`src/rtl/vga_mode_sched.sv`:
```
// vga_mode_sched: selects the active test-pattern mode and sequences mode changes
// so that a new mode only takes effect on a frame boundary, followed by a run of
// black frames.
// Ports:
//   vga_clk, sys_rst_n : pixel clock, asynchronous active-low reset
//   pix_x, pix_y       : current pixel position from the timing generator
//   req_valid/req_mode : host mode-change request, handshaked with req_ready
//   btn_next           : debounced single-cycle "next mode" pulse
//   auto_en            : enables periodic auto-advance
//   mode               : pattern select for the pattern generator
//   blank              : forces black pixels downstream
//   busy               : high while a mode change is in progress
//   err                : one-cycle pulse when an out-of-range request is dropped
module vga_mode_sched #(
    parameter int unsigned H_VALID      = 640,
    parameter int unsigned V_VALID      = 480,
    parameter int unsigned NUM_MODES    = 8,
    parameter int unsigned AUTO_FRAMES  = 60,
    parameter int unsigned BLANK_FRAMES = 2
) (
    input  logic       vga_clk,
    input  logic       sys_rst_n,
    input  logic [9:0] pix_x,
    input  logic [9:0] pix_y,
    input  logic       req_valid,
    input  logic [2:0] req_mode,
    output logic       req_ready,
    input  logic       btn_next,
    input  logic       auto_en,
    output logic [2:0] mode,
    output logic       blank,
    output logic       busy,
    output logic       err
);

    localparam int unsigned AW = (AUTO_FRAMES > 2) ? $clog2(AUTO_FRAMES) : 1;
    localparam int unsigned BW = $clog2(BLANK_FRAMES + 1);

    typedef enum logic [1:0] {IDLE, PEND, BLANK} state_t;

    state_t        state, state_nxt;
    logic [2:0]    pend, pend_nxt;
    logic [2:0]    mode_nxt;
    logic          blank_nxt;
    logic [AW-1:0] auto_cnt, auto_nxt;
    logic [BW-1:0] bcnt, bcnt_nxt;

    logic       frame_end_c;
    logic       evt_open_c;
    logic       host_fire_c;
    logic       host_ok_c;
    logic       btn_fire_c;
    logic       auto_tick_c;
    logic [2:0] btn_tgt_c;
    logic [2:0] auto_tgt_c;

    // (v + 1) mod NUM_MODES without a divider
    function automatic logic [2:0] next_mode(input logic [2:0] v);
        return (v == 3'(NUM_MODES - 1)) ? 3'd0 : v + 3'd1;
    endfunction

    // Last active pixel of the frame
    assign frame_end_c = (pix_x == 10'(H_VALID - 1)) && (pix_y == 10'(V_VALID - 1));

    // Events are accepted in IDLE, and in PEND except on the frame_end cycle
    assign evt_open_c  = (state == IDLE) || ((state == PEND) && !frame_end_c);
    assign req_ready   = evt_open_c;

    // Host handshake wins; an out-of-range host request still consumes the slot
    assign host_fire_c = req_valid && req_ready;
    assign host_ok_c   = host_fire_c && ({1'b0, req_mode} < 4'(NUM_MODES));
    assign btn_fire_c  = btn_next && evt_open_c && !host_fire_c;
    assign auto_tick_c = auto_en && (state == IDLE) && frame_end_c
                         && (auto_cnt == AW'(AUTO_FRAMES - 1))
                         && !host_fire_c && !btn_fire_c;

    assign btn_tgt_c  = next_mode((state == PEND) ? pend : mode);
    assign auto_tgt_c = next_mode(mode);

    // Next-state and datapath update
    always_comb begin
        state_nxt = state;
        pend_nxt  = pend;
        mode_nxt  = mode;
        blank_nxt = blank;
        bcnt_nxt  = bcnt;
        auto_nxt  = auto_cnt;

        case (state)
            IDLE: begin
                if (host_ok_c) begin
                    pend_nxt  = req_mode;
                    state_nxt = PEND;
                end else if (btn_fire_c) begin
                    pend_nxt  = btn_tgt_c;
                    state_nxt = PEND;
                end else if (auto_tick_c) begin
                    pend_nxt  = auto_tgt_c;
                    state_nxt = PEND;
                end
            end
            PEND: begin
                if (frame_end_c) begin
                    mode_nxt  = pend;
                    blank_nxt = 1'b1;
                    state_nxt = BLANK;
                end else if (host_ok_c) begin
                    pend_nxt = req_mode;
                end else if (btn_fire_c) begin
                    pend_nxt = btn_tgt_c;
                end
            end
            BLANK: begin
                if (frame_end_c) begin
                    if (bcnt == BW'(BLANK_FRAMES - 1)) begin
                        bcnt_nxt  = '0;
                        blank_nxt = 1'b0;
                        state_nxt = IDLE;
                    end else begin
                        bcnt_nxt = bcnt + BW'(1);
                    end
                end
            end
            default: state_nxt = IDLE;
        endcase

        // Auto-advance frame counter, only running while idle
        if (!auto_en || host_ok_c || btn_fire_c || auto_tick_c) begin
            auto_nxt = '0;
        end else if ((state == IDLE) && frame_end_c) begin
            auto_nxt = auto_cnt + AW'(1);
        end
    end

    // State and output registers
    always_ff @(posedge vga_clk or negedge sys_rst_n) begin
        if (!sys_rst_n) begin
            state    <= IDLE;
            pend     <= '0;
            mode     <= '0;
            blank    <= 1'b0;
            busy     <= 1'b0;
            err      <= 1'b0;
            auto_cnt <= '0;
            bcnt     <= '0;
        end else begin
            state    <= state_nxt;
            pend     <= pend_nxt;
            mode     <= mode_nxt;
            blank    <= blank_nxt;
            busy     <= (state_nxt != IDLE);
            err      <= host_fire_c && !host_ok_c;
            auto_cnt <= auto_nxt;
            bcnt     <= bcnt_nxt;
        end
    end

endmodule
```
`config.mk`:
```
export PLATFORM = sky130hd
export DESIGN_NAME = vga_mode_sched
export DESIGN_NICKNAME = d
export VERILOG_FILES = /design/src/rtl/vga_mode_sched.sv
export SDC_FILE = /design/constraint.sdc
export NUM_CORES = 1
export LEC_CHECK = 0
export CORE_MARGIN = 2
export CORE_UTILIZATION = 30
export CTS_CLUSTER_DIAMETER = 60
export CTS_CLUSTER_SIZE = 30
export DETAILED_ROUTE_END_ITERATION = 6
export GPL_TIMING_DRIVEN = 0
export SYNTH_ARGS = -nofsm -noshare
export SYNTH_HDL_FRONTEND = slang
export SYNTH_SLANG_ARGS = --single-unit
```
`constraint.sdc`:
```
create_clock -name vga_clk -period 5.5 [get_ports vga_clk]
set_clock_uncertainty 0.1 [all_clocks]
set_input_delay 0.825 -clock vga_clk [delete_from_list [all_inputs] [get_ports vga_clk]]
set_output_delay 0.825 -clock vga_clk [all_outputs]
set_load 0.02 [all_outputs]
```
* Word level (Yosys, flattened, before mapping)
Cells that the tools add are included.
** Storage, ports and cells
- Bits of input ports :: 28
- Logic and storage cells :: 77
- Register bits :: 18
- Output and inout port bits :: 7
** Cells by class
- Mux-type cells :: 24
- Reduce and logical (&&, ||, !) cells :: 28
- $add $sub $neg :: 4
- Eq/ne operators :: 14
** Operators with widths (number)
- 3-bit 2-to-1 mux :: 9
- 2-bit 2-to-1 mux :: 7
- 6-bit 2-to-1 mux :: 2
- 1-bit logical AND :: 11
- 10-bit equality test, second input constant :: 1
- 10-bit by 9-bit equality test with 1-bit output, second input constant :: 1
- 2-bit inequality test, second input constant :: 4
- 4-bit AND reduction :: 2
- 2-bit nonzero test :: 4
- 3-bit by 1-bit adder with 3-bit output, second input constant :: 2
- 6-bit by 1-bit adder with 6-bit output, second input constant :: 1
- 3-bit equality test, second input constant :: 2
- 6-bit equality test, second input constant :: 1
- 2-bit case mux with 3 select lines :: 1
- 3-bit case mux with 2 select lines :: 1
- 2-bit by 1-bit equality test with 1-bit output, second input constant :: 2
- 1-bit logical NOT :: 4
- 1-bit logical OR :: 4
- 4-bit inequality test, second input constant :: 1
- 2-bit AND reduction :: 2
- 1-bit 2-to-1 mux :: 3
- 3-bit inequality test, second input constant :: 1
- 2-bit by 1-bit adder with 2-bit output, second input constant :: 1
- 2-bit equality test, second input constant :: 1
- 2 further kinds :: 2

* Logic depth before layout (Yosys ltp)
- Depth in word-level cells :: 15
- Mapped depth :: 9
- Gate-level depth less buffers :: 8

* Worst setup path after synthesis
OpenSTA, ideal clock, no wires.
- Kind :: in2reg
- Start :: input pix_y[9]
- End :: register auto_cnt[5]
- Stages on the path :: 6
- Path buffers :: 1
- Library setup time :: 79 ps
- Data required time :: 5321 ps
- Path slack :: 2805 ps
- Arrival :: 2515 ps
- Cells stage by stage :: nand4b_1 > or3_1 > or4_1 > buf_2 > or4_1 > a21oi_1
** Between the ends
- Word-level cells in the longest chain between the ends :: 12
** RTL lines
- from (decl) :: RTL line 24 : input logic [9:0] pix_y,
- 10-bit by 9-bit equality test with 1-bit output (*) :: RTL line 63 : assign frame_end_c = (pix_x == 10'(H_VALID - 1)) && (pix_y == 10'(V_VALID - 1));
- 1-bit logical AND (*) :: RTL line 63
- 1-bit logical NOT :: RTL line 66 : assign evt_open_c = (state == IDLE) || ((state == PEND) && !frame_end_c);
- 1-bit logical AND :: RTL line 66
- 1-bit logical OR :: RTL line 66
- 1-bit logical AND :: RTL line 70 : assign host_fire_c = req_valid && req_ready;
- 1-bit logical NOT
- 1-bit logical AND :: RTL line 72 : assign btn_fire_c = btn_next && evt_open_c && !host_fire_c;
- 1-bit logical NOT :: RTL line 75 : && !host_fire_c && !btn_fire_c;
- 1-bit logical AND :: RTL line 75
- 1-bit logical OR :: RTL line 128 : if (!auto_en || host_ok_c || btn_fire_c || auto_tick_c) begin
- 6-bit 2-to-1 mux or 2-bit nonzero test (tied branches)
- to (signal assigned) :: RTL line 153 : auto_cnt <= auto_nxt;
- to (decl) :: RTL line 45 : logic [AW-1:0] auto_cnt, auto_nxt;
Mark *: on every way between the ends. The rest lies on a longest branch, timed or not.
A chain may end at the register's enable or synchronous reset.

* Final worst setup path
- Start :: input pix_x[6]
- End :: output req_ready
** Between the ends
- Word-level cells in the longest chain between the ends :: 5
** RTL lines
- from (decl) :: RTL line 23 : input logic [9:0] pix_x,
- 10-bit equality test :: RTL line 63
- 1-bit logical AND :: RTL line 63
- 1-bit logical NOT :: RTL line 66
- 1-bit logical AND :: RTL line 66
- 1-bit logical OR :: RTL line 66
- to (decl) :: RTL line 27 : output logic req_ready,
Every way passes these cells.

==> parameters.txt <==
Parameter                              Value

Run status
  Run status ... finished, final reports clean

Floorplan
  Floorplan die area ... between 0.004 and 0.005 mm²
  Die Height ... approximately 64 µm
  Row cnt ... 21
  Starting Density ... 0.321
  Die boundary width ... ~64 µm
  Area inside the core boundary ... 0.00342 mm²
  Top-Level Pins ... 35

STA
  Pin slew with the least headroom to its limit ... 843 ps
  Tightest slew margin relative to the limit ... 0.436
  Sum of negative setup slack ... 0 ps
  Slew Limit Fails ... 0
  Post-route minimum period ... 3580 ps
  Final Hold Vio Count ... 0
  Unrepaired setup endpoints after global routing ... false
  Final-report setup violation count ... 0
  Maximum clock frequency ... ~280 MHz
  Final worst-path cycle share ... 0.652

Placement
  Placed cells ... roughly 200
  Input/output buffers ... 33
  Half-perimeter wire length after placement ... around 2.1 mm
  GPL Wtd Cong ... around 0.77

Worst setup path
  WP data arrival ... roughly 2700 ps
  Data required time at the worst endpoint ... 4580 ps
  Reg-to-reg critical path endpoint ... pend[1]$_DFFE_PN0P_
  Worst reg2reg path depth ... 9
  Type of destination of the critical path ... output pin
  Critical path startpoint category ... primary input
  Flop2flop setup slack ... roughly 2700 ps
  Critical-path maximum fanout ... 4
  Worst r2r src ... state[0]$_DFF_PN0_
  Critical path type ... primary input to output pin

Route
  Vias per cell ... between 5 and 6
  DR DRC count ... 0
  Post-DRT Antenna Nets ... 0
  Final wirelength ... between 2 and 3 mm
  Router iterations before antenna repair ... 4
  Met2 routed wirelength ... roughly 1.3 mm
  Initial DRC count ... 70
  Number of vias after detailed routing ... about 1,000
  Wire length on met3 ... between 80 and 90 µm
  Post-detailed-route wirelength per cell ... around 13 µm
  Metal-1 WL ... between 1 and 1.5 mm
  Uppermost layer routed ... met4

Final layout
  Cell Count, Final, Fillers Out ... between 200 and 250
  Layout Area Growth over Synthesis ... 37.5%
  Antenna Diode Count ... 0
  Final #Nets ... between 150 and 200
  Flip-flop and latch area ... 450 µm²
  Share of layout cells above drive strength 1 ... 0.0897
  Area of the multi-input gates ... approximately 610 µm²
  Filler cell count in the final layout ... 378

Hold path
  Start point of the worst hold path ... bcnt[1]$_DFFE_PN0P_
  Endpoint of the worst hold-timing path ... bcnt[1]$_DFFE_PN0P_
  Cell count of the worst hold path ... 2
  Classification of the worst-slack hold path ... register to register

Synth
  Primary FF master, synth ... dfrtp_1
  Warnings, synthesis ... 0
  Share of flip-flops with an asynchronous set or reset ... 1.00
  Post-synth EDFFs ... 0
  Post-synthesis net count ... approximately 150
  Synth cell types ... 34
  Cell area after technology mapping ... 0.00109 mm²
  Synth top area share ... 0.411
  Leading post-synthesis cells by cell area ... dfrtp_1 (41%), mux2_2 (6.2%), ha_1 (4.6%)
  Sequential cell area fraction in the yosys report ... 0.411
  Syn Area/Cell ... 9.12 µm²
  Flops & latches, synth ... 18
  Area leader, netlist ... dfrtp_1
  Post-Syn Instances ... 120

Clock network
  CTS tree ... built
  CTS max path bufs ... 2
  TritonCTS Buffers ... 3
  CTS root buffer ... clkbuf_4
  # resized after CTS ... 0
  Clock edge transition at the registers on the reported setup and hold paths ... around 100 ps
  Hold_buf cts ... 0
  Post-CTS setup-driven buffer insertion count ... 0
  Clk sinks ... 18
  Clock latency on the worst-skew pair ... around 290 ps
  Number of levels in the clock H-tree ... 1

GRT
  Aggregate global-route resource usage ... 0.138
  Wire length of the first global-routing pass ... roughly 4.6 mm
  Number of global-route vias before repair ... about 1,000
  Largest net degree at the start of global routing ... 19
  Total congestion overflow after global routing ... 0
  Antenna violations before repair ... 0

Power
  Leakage power ... 0.000601 µW
  Power per standard cell area ... 170 mW/mm²
  Maximum ir drop on the vdd rail ... between 80 and 90 µV

Flow run
  Max-cap violation count ... 0
how the worst max path moves through the flow:
stage	from	endpoint	slack (ps)	cells past startpoint
finish	pix_x[6]	req_ready	1920	6
global placement	pix_x[8]	req_ready	1910	6
detailed placement	pix_y[9]	req_ready	1900	6
global route	pix_x[6]	req_ready	1780	6
floorplan	pix_y[9]	auto_cnt[5]$_DFFE_PN0P_	2810	6
CTS	pix_y[8]	req_ready	1900	6
metrics by stage:
step	hold slack, ps	power (µW)	worst slack [ps]	util	cell area [µm²]
floorplan	366	167	2810	-	1090
global placement	385	193	1910	0.434	1480
detailed placement	394	195	1900	0.434	1480
CTS	409	262	1900	0.441	1510
finish	403	256	1920	0.441	1510
global route	431	273	1780	0.441	1510
cells in the mapped netlist, types with 2 or more instances:
master / n
a21oi_1: 7
a31oi_1: 4
clkbuf_1: 2
dfrtp_1: 18
ha_1: 4
inv_1: 5
mux2_2: 6
mux2i_1: 2
nand2_1: 11
nand3_1: 4
nand4b_1: 4
nor2_1: 11
nor2b_1: 5
nor3_1: 2
o21ai_0: 9
o31ai_1: 2
or2_2: 2
or3_1: 3
or4_1: 2
xor2_1: 3
worst max-delay path: stages:
cell	delay, ps
clkdlybuf4s50_1	460
nand4b_1	120
nor3_1	380
a31o_2	250
inv_1	80
clkdlybuf4s50_1	540
kinds of logic (layout without fill, tap and decap cells):
kind of cell | count (synthesis) | after routing | share of synthesized area
simple gates | 48 | 48 | 0.234
compound gates | 28 | 28 | 0.158
flops | 18 | 18 | 0.411
buf+inv | 9 | 45 | 0.0354
mux | 8 | 8 | 0.0800
fa+ha+maj | 4 | 4 | 0.0457
xor+xnor | 4 | 4 | 0.0320
other cells | 1 | 1 | 0.00343
where the power goes:
group | switching [µW] | internal (µW)
clock network | 38.6 | 25.4
registers | 3.61 | 136
logic | 19.3 | 32.9
total | 61.5 | 195
flip-flops by register name (all words and copies together), names as in the netlist:
name,count
auto_cnt,6
bcnt,2
blank,1
busy,1
mode,3
pend,3
state,2
per-layer routing:
metal | global-route usage | vias up
li1 | - | 510
met1 | 0.169 | 491
met2 | 0.247 | 17
met3 | 0.0365 | 2
met4 | 0.0239 | 0
met5 | 0 | -
cells in the final DEF (no fill, tap or decap), drive strengths merged, types with 2 or more instances in the layout:
master and instances:
clkdlybuf4s50 33, dfrtp 18, nor2 11, nand2 11, o21ai 9, a21oi 7, mux2 6, nor2b 5
inv 5, clkbuf 5, nand4b 4, nand3 4, a31oi 4, ha 4, or3 3, xor2 3
nor3 2, or2 2, or4 2, mux2i 2, o31ai 2, buf 2
layout make-up:
cell class,count,area share
Inverter,5,0.0125
Tap cell,46,0.0382
Multi-Input combinational cell,93,0.402
Sequential cell,18,0.299
Buffer,4,0.0133
Timing Repair Buffer,33,0.219
Clock buffer,3,0.0150
No activity file was read; power rests on OpenSTA's default activity.
